`config.mk`:
```
export PLATFORM = sky130hd
export DESIGN_NAME = ngx_http_parse_time_mul_pipe
export DESIGN_NICKNAME = d
export VERILOG_FILES = /design/src/rtl/ngx_http_parse_time_mul_pkg.sv /design/src/rtl/ngx_http_parse_time_mul_pipe_dsp.sv /design/src/rtl/ngx_http_parse_time_mul_pipe.sv
export SDC_FILE = /design/constraint.sdc
export NUM_CORES = 1
export LEC_CHECK = 0
export ABC_AREA = 1
export CORE_UTILIZATION = 38
export CTS_BUF_LIST = sky130_fd_sc_hd__clkbuf_8
export DETAILED_ROUTE_END_ITERATION = 16
export GPL_ROUTABILITY_DRIVEN = 1
export GPL_TIMING_DRIVEN = 0
export SLEW_MARGIN = 20
export SYNTH_ARGS = -nofsm -noshare
export SYNTH_HDL_FRONTEND = slang
export SYNTH_HIERARCHICAL = 1
export SYNTH_SLANG_ARGS = --single-unit
```
`constraint.sdc`:
```
create_clock -name ap_clk -period 7 [get_ports ap_clk]
set_clock_uncertainty 0.05 [all_clocks]
set_input_delay 0.7 -clock ap_clk [delete_from_list [all_inputs] [get_ports ap_clk]]
set_output_delay 0.7 -clock ap_clk [all_outputs]
set_load 0.02 [all_outputs]
```
`src/rtl/ngx_http_parse_time_mul_pkg.sv`:
```
// Shared constants and helpers for the ngx_http_parse_time pipelined multiplier.
// Product width function, saturation bounds and the supported stage-count ceiling.
package ngx_http_parse_time_mul_pkg;

  localparam int MUL_MAX_NUM_STAGE = 6;

  // One extra bit covers the zero-extension of an unsigned operand.
  function automatic int prod_width(input int wa, input int wb);
    return wa + wb + 1;
  endfunction

  function automatic logic [63:0] sat_max(input int w, input bit is_signed);
    logic [63:0] ones;
    ones = '1;
    return is_signed ? (ones >> (65 - w)) : (ones >> (64 - w));
  endfunction

  function automatic logic [63:0] sat_min(input int w, input bit is_signed);
    return is_signed ? (64'd1 << (w - 1)) : 64'd0;
  endfunction

endpackage

```
`src/rtl/ngx_http_parse_time_mul_pipe_dsp.sv`:
```
// Combinational signed multiply on pre-extended operands; the only DSP inference point.
module ngx_http_parse_time_mul_pipe_dsp
  import ngx_http_parse_time_mul_pkg::*;
#(
  parameter int WA = 22,
  parameter int WB = 19
) (
  input  logic [WA-1:0]                     a_i,
  input  logic [WB-1:0]                     b_i,
  output logic [prod_width(WA-1, WB-1)-1:0] p_o
);

  localparam int P = prod_width(WA - 1, WB - 1);

  logic signed [P-1:0] a_ext;
  logic signed [P-1:0] b_ext;

  assign a_ext = P'(signed'(a_i));
  assign b_ext = P'(signed'(b_i));
  assign p_o   = a_ext * b_ext;

endmodule

```
`src/rtl/ngx_http_parse_time_mul_pipe.sv`:
```
// Pipelined multiplier with per-operand signedness, tag sideband and valid/ready stall.
// Optional clamp-on-overflow of the final result: define NGX_HTTP_PARSE_TIME_MUL_SAT_EN.
module ngx_http_parse_time_mul_pipe
  import ngx_http_parse_time_mul_pkg::*;
#(
  parameter int din0_WIDTH = 21,
  parameter int din1_WIDTH = 18,
  parameter int dout_WIDTH = 40,
  parameter int A_SIGNED   = 0,
  parameter int B_SIGNED   = 1,
  parameter int NUM_STAGE  = 2,
  parameter int TAG_WIDTH  = 4
) (
  input  logic                  ap_clk,
  input  logic                  ap_rst_n,
  input  logic                  in_valid,
  output logic                  in_ready,
  input  logic [din0_WIDTH-1:0] din0,
  input  logic [din1_WIDTH-1:0] din1,
  input  logic [TAG_WIDTH-1:0]  in_tag,
  output logic                  out_valid,
  input  logic                  out_ready,
  output logic [dout_WIDTH-1:0] dout,
  output logic [TAG_WIDTH-1:0]  out_tag,
  output logic                  ovf
);

  localparam int P  = prod_width(din0_WIDTH, din1_WIDTH);
  localparam bit RS = (A_SIGNED != 0) || (B_SIGNED != 0);
  // Out-of-range stage requests are clamped to the supported range.
  localparam int NS = (NUM_STAGE < 1) ? 1 :
                      ((NUM_STAGE > MUL_MAX_NUM_STAGE) ? MUL_MAX_NUM_STAGE : NUM_STAGE);

  // Handshake: a transfer happens on valid & ready at the rising edge. The whole
  // pipeline advances together when the output slot is empty or being drained, so
  // in_ready never looks at in_valid and a full pipe moves one result per cycle.
  logic                  adv;
  logic [NS-1:0]         vld_q;
  logic [TAG_WIDTH-1:0]  tag_q [NS];
  logic [din0_WIDTH:0]   a_x;
  logic [din1_WIDTH:0]   b_x;
  logic [P-1:0]          mul_p;
  logic [P-1:0]          fin_p;
  logic [dout_WIDTH-1:0] dout_d, dout_q;
  logic                  ovf_d, ovf_q;

  assign adv       = !vld_q[NS-1] || out_ready;
  assign in_ready  = adv;
  assign out_valid = vld_q[NS-1];
  assign dout      = dout_q;
  assign out_tag   = tag_q[NS-1];
  assign ovf       = ovf_q;

  assign a_x = {(A_SIGNED != 0) && din0[din0_WIDTH-1], din0};
  assign b_x = {(B_SIGNED != 0) && din1[din1_WIDTH-1], din1};

  generate
    if (NS == 1) begin : g_s1
      ngx_http_parse_time_mul_pipe_dsp #(.WA(din0_WIDTH + 1), .WB(din1_WIDTH + 1)) u_dsp (
        .a_i(a_x), .b_i(b_x), .p_o(mul_p)
      );
      assign fin_p = mul_p;
    end else begin : g_sn
      logic [din0_WIDTH:0] a_q;
      logic [din1_WIDTH:0] b_q;

      always_ff @(posedge ap_clk or negedge ap_rst_n) begin
        if (!ap_rst_n) begin
          a_q <= '0;
          b_q <= '0;
        end else if (adv) begin
          a_q <= a_x;
          b_q <= b_x;
        end
      end

      ngx_http_parse_time_mul_pipe_dsp #(.WA(din0_WIDTH + 1), .WB(din1_WIDTH + 1)) u_dsp (
        .a_i(a_q), .b_i(b_q), .p_o(mul_p)
      );

      if (NS == 2) begin : g_nomid
        assign fin_p = mul_p;
      end else begin : g_mid
        logic [P-1:0] prod_q [NS-2];

        always_ff @(posedge ap_clk or negedge ap_rst_n) begin
          if (!ap_rst_n) begin
            for (int i = 0; i < NS - 2; i++) prod_q[i] <= '0;
          end else if (adv) begin
            prod_q[0] <= mul_p;
            for (int i = 1; i < NS - 2; i++) prod_q[i] <= prod_q[i-1];
          end
        end

        assign fin_p = prod_q[NS-3];
      end
    end

    if (dout_WIDTH >= P) begin : g_wide
      if (RS) begin : g_sext
        assign dout_d = dout_WIDTH'(signed'(fin_p));
      end else begin : g_zext
        assign dout_d = dout_WIDTH'(fin_p);
      end
      assign ovf_d = 1'b0;
    end else begin : g_narrow
`ifdef NGX_HTTP_PARSE_TIME_MUL_SAT_EN
      localparam logic [dout_WIDTH-1:0] SAT_HI = dout_WIDTH'(sat_max(dout_WIDTH, RS));
      localparam logic [dout_WIDTH-1:0] SAT_LO = dout_WIDTH'(sat_min(dout_WIDTH, RS));
      logic fits;
      // A signed result fits when every bit above the dout sign bit repeats it.
      if (RS) begin : g_sfit
        assign fits = (&fin_p[P-1:dout_WIDTH-1]) || !(|fin_p[P-1:dout_WIDTH-1]);
      end else begin : g_ufit
        assign fits = !(|fin_p[P-1:dout_WIDTH]);
      end
      assign dout_d = fits ? fin_p[dout_WIDTH-1:0] : (fin_p[P-1] ? SAT_LO : SAT_HI);
      assign ovf_d  = !fits;
`else
      logic unused_hi;
      assign unused_hi = ^fin_p[P-1:dout_WIDTH];
      assign dout_d    = fin_p[dout_WIDTH-1:0];
      assign ovf_d     = 1'b0;
`endif
    end
  endgenerate

  always_ff @(posedge ap_clk or negedge ap_rst_n) begin
    if (!ap_rst_n) begin
      vld_q  <= '0;
      for (int i = 0; i < NS; i++) tag_q[i] <= '0;
      dout_q <= '0;
      ovf_q  <= 1'b0;
    end else if (adv) begin
      vld_q[0] <= in_valid;
      tag_q[0] <= in_tag;
      for (int i = 1; i < NS; i++) begin
        vld_q[i] <= vld_q[i-1];
        tag_q[i] <= tag_q[i-1];
      end
      dout_q <= dout_d;
      ovf_q  <= ovf_d;
    end
  end

endmodule

```
==> run_results.csv <==
group,metric,value,unit
sta,whs,0.07786,ns
sta,period_share,0.9739,
sta,slew_violations,0,
routing,drt_drc_violations_left,0,
worst_setup_path,slowest_delay,0.74,ns
clock_network,clk_latency,0.43,ns
worst_setup_path,startpoint,"g_sn.a_q[2]",
placement,place_area,21740,um^2
sta,timing_hold_violations_final,0,
yosys,synth_cell_types,41,
placement,gp_congestion,0.9536,
die,rows,83,
clock_network,clk_path_buf_depth,2,
die,die-area,53380,um^2
clock_network,cts_resized,22,
finish,final_cell_mix,"nand2_1 (760), inv_1 (711), fa_1 (414)",
grt,grt_pass1_wl,99930,um
die,die_y,231.0,um
clock_network,cts_tree,"done",
sta,setup_ws,0.1826,ns
sta,fin_setup_tns,0,ns
worst_setup_path,worstPathArrival,7.14,ns
yosys,synth-seq-cells,89,
yosys,synth-main-ff-cell,"dfrtp_1",
worst_setup_path,cp_cell_sequence,"clkbuf_2, nand2_1, fa_1, fa_1, inv_1, fa_1, fa_1, fa_1, fa_1, fa_1, ha_1, nand2_2, inv_2, nand3_2, nor2_1, nor2_1, nand2_2, nand2_1, nand2_1, xor2_1, nand2_1, nand2_1",
finish,multi_input_area,14440,um^2
routing,vias,15974,
finish,fin_nets,3205,
worst_setup_path,critPathKind,"reg -> reg",
worst_setup_path,crit_family,"adder cells",
yosys,syn_area_per_cell,7.839,um^2
sta,relSlewSlack,0.4836,
grt,antenna_found_initial,2,
placement,port_buffers,92,
finish,final_area,21970,um^2
worst_setup_path,startpoint_type,"register",
clock_network,holdBufCountCts,0,
yosys,syn_area,19940,um^2
yosys,yosysWarnings,6,
sta,rsz0062_at_grt,"no",
die,initial_utilization,0.3862,
yosys,yosysSeqAreaShare,0.1117,
run,drv_cap,0,
clock_network,clock-root-buffer,"clkbuf_8",
placement,pre_cts_ws,-0.4655,ns
worst_setup_path,path_buf_inv,3,
finish,drive_above_1_share,0.06001,
clock_network,clock-sinks,89,
die,core,51610,um^2
routing,ant_nets,0,
worst_setup_path,critPathRequiredTime,7.32,ns
worst_setup_path,cp_common_cell,"fa_1",
grt,grt_pass1_vias,17228,
yosys,async_flop_share,1.000,
clock_network,cts_max_level,3,
sta,period_minus_slack,6.817,ns
grt,grt_max_degree,62,
finish,area_growth,10.21,%
sta,fmax,0.1467,GHz
worst_setup_path,endpoint_kind,"register",
routing,post_drt_wl_per_cell,18.97,um
routing,wl,62850,um
finish,layout_commonest_cell,"nand2_1",
clock_network,tritoncts.num_buffers,9,
clock_network,cts_setup_buffers,0,
worst_setup_path,path_max_fanout,11,
finish,fillers,5236,
routing,drt_iter0_drc,1225,
die,ios,94,
min_path,min_path_type,"in -> async",
grt,grt-ovfl-total,0,
yosys,netlist_instances,2543,
yosys,synth_edf_count,0,
status,status,"complete, no violations",
clock_network,clk_pin_slew,0.11,ns
sta,worstMarginPinSlew,0.7746,ns
grt,grt_usage,0.2485,
finish,seqCellArea,2246,um^2
placement,hpwl,54430,um
worst_setup_path,r2r-start,"g_sn.a_q[2]",
finish,diodes,0,
die,die_x,231.0,um
worst_setup_path,slowest_stage,"dfrtp_1",
routing,first_pass_iters,7,
routing,vias_per_cell,4.822,
sta,setup_violations,0,
## state kept, by name, summed over array words and instances, names as in the netlist
| register | flops |
|---|---|
| dout | 40 |
| vld_q | 2 |
| tag_q | 4 |
| g_sn.a_q | 21 |
| g_sn.b_q | 18 |
| out_tag | 4 |
## worst reg2reg max path, delay by kind of cell, from the launching register on
kind          cells  cell delay (ns)
fa+ha+maj         8             4.03
simple gates     10             1.07
flops             1             0.74
buf+inv           3             0.54
xor+xnor          1             0.35
## path summary, 6_finish.rpt
| check | to | slack (ns) | depth (start not counted) |
|---|---|---|---|
| worst min register to register | vld_q[1] | 0.42 | 2 |
| max in group asynchronous | g_sn.a_q[8] | 6.18 | 2 |
| min in group ap_clk | vld_q[1] | 0.42 | 2 |
| worst min-delay path | dout[20] | 0.08 | 1 |
| worst max-delay path | dout[25] | 0.18 | 22 |
| worst max register to register | dout[25] | 0.18 | 22 |
## logic make-up (layout without fill, tap and decap cells)
family / after synthesis / in the layout / share of synthesized area
buf+inv: 832 / 921 / 0.1644
other cells: 1 / 2 / 0.0001881
simple gates: 1003 / 1003 / 0.2058
compound gates: 62 / 62 / 0.01795
flops: 89 / 89 / 0.1117
fa+ha+maj: 530 / 530 / 0.4885
xor+xnor: 26 / 26 / 0.01142
## stage by stage
stage | cells | util
after floorplan | 2544 | -
after global placement | 3316 | 0.4206
after detailed placement | 3317 | 0.4212
after CTS | 3319 | 0.4251
after global routing | 3313 | 0.4257
final | 3313 | 0.4257
## synth_stat cells, types with 4 or more instances
cell      count  share of area
a21oi_1      31         0.0078
buf_1        20         0.0038
buf_2        12         0.0030
buf_4         7         0.0026
buf_6        15         0.0085
clkbuf_1     61          0.011
dfrtp_1      89           0.11
fa_1        414           0.42
ha_1        116          0.073
inv_1       711           0.13
inv_2         6         0.0011
nand2_1     760           0.14
nand2_2      13         0.0041
nand3_1     123          0.031
nand3_2       4         0.0020
nand4_1       6         0.0019
nor2_1       65          0.012
nor2_2        8         0.0025
nor3_1        4         0.0010
o21ai_0      12         0.0030
o21bai_1      7         0.0026
or2_2         6         0.0019
xnor2_1       5         0.0022
xor2_1       21         0.0092
## metal layers
metal	part of all wire	track usage
met4	0.016	0.04346
met3	0.073	0.04761
met1	0.44	0.3465
met2	0.47	0.4048
met5	0.00032	0
## area by class of cell
| type | instances | area share |
|---|---|---|
| multi-input combinational | 1623 | 0.6570 |
| inverter | 717 | 0.1225 |
| sequential | 89 | 0.1022 |
| timing repair buffer | 93 | 0.04323 |
| tap | 680 | 0.03873 |
| buffer | 95 | 0.02608 |
| clock buffer | 9 | 0.005638 |
| clock inverter | 7 | 0.004556 |
Power is left out: the tool's default activity adds up to more than one toggle a clock period on the data nets, which glitch-free logic cannot reach.
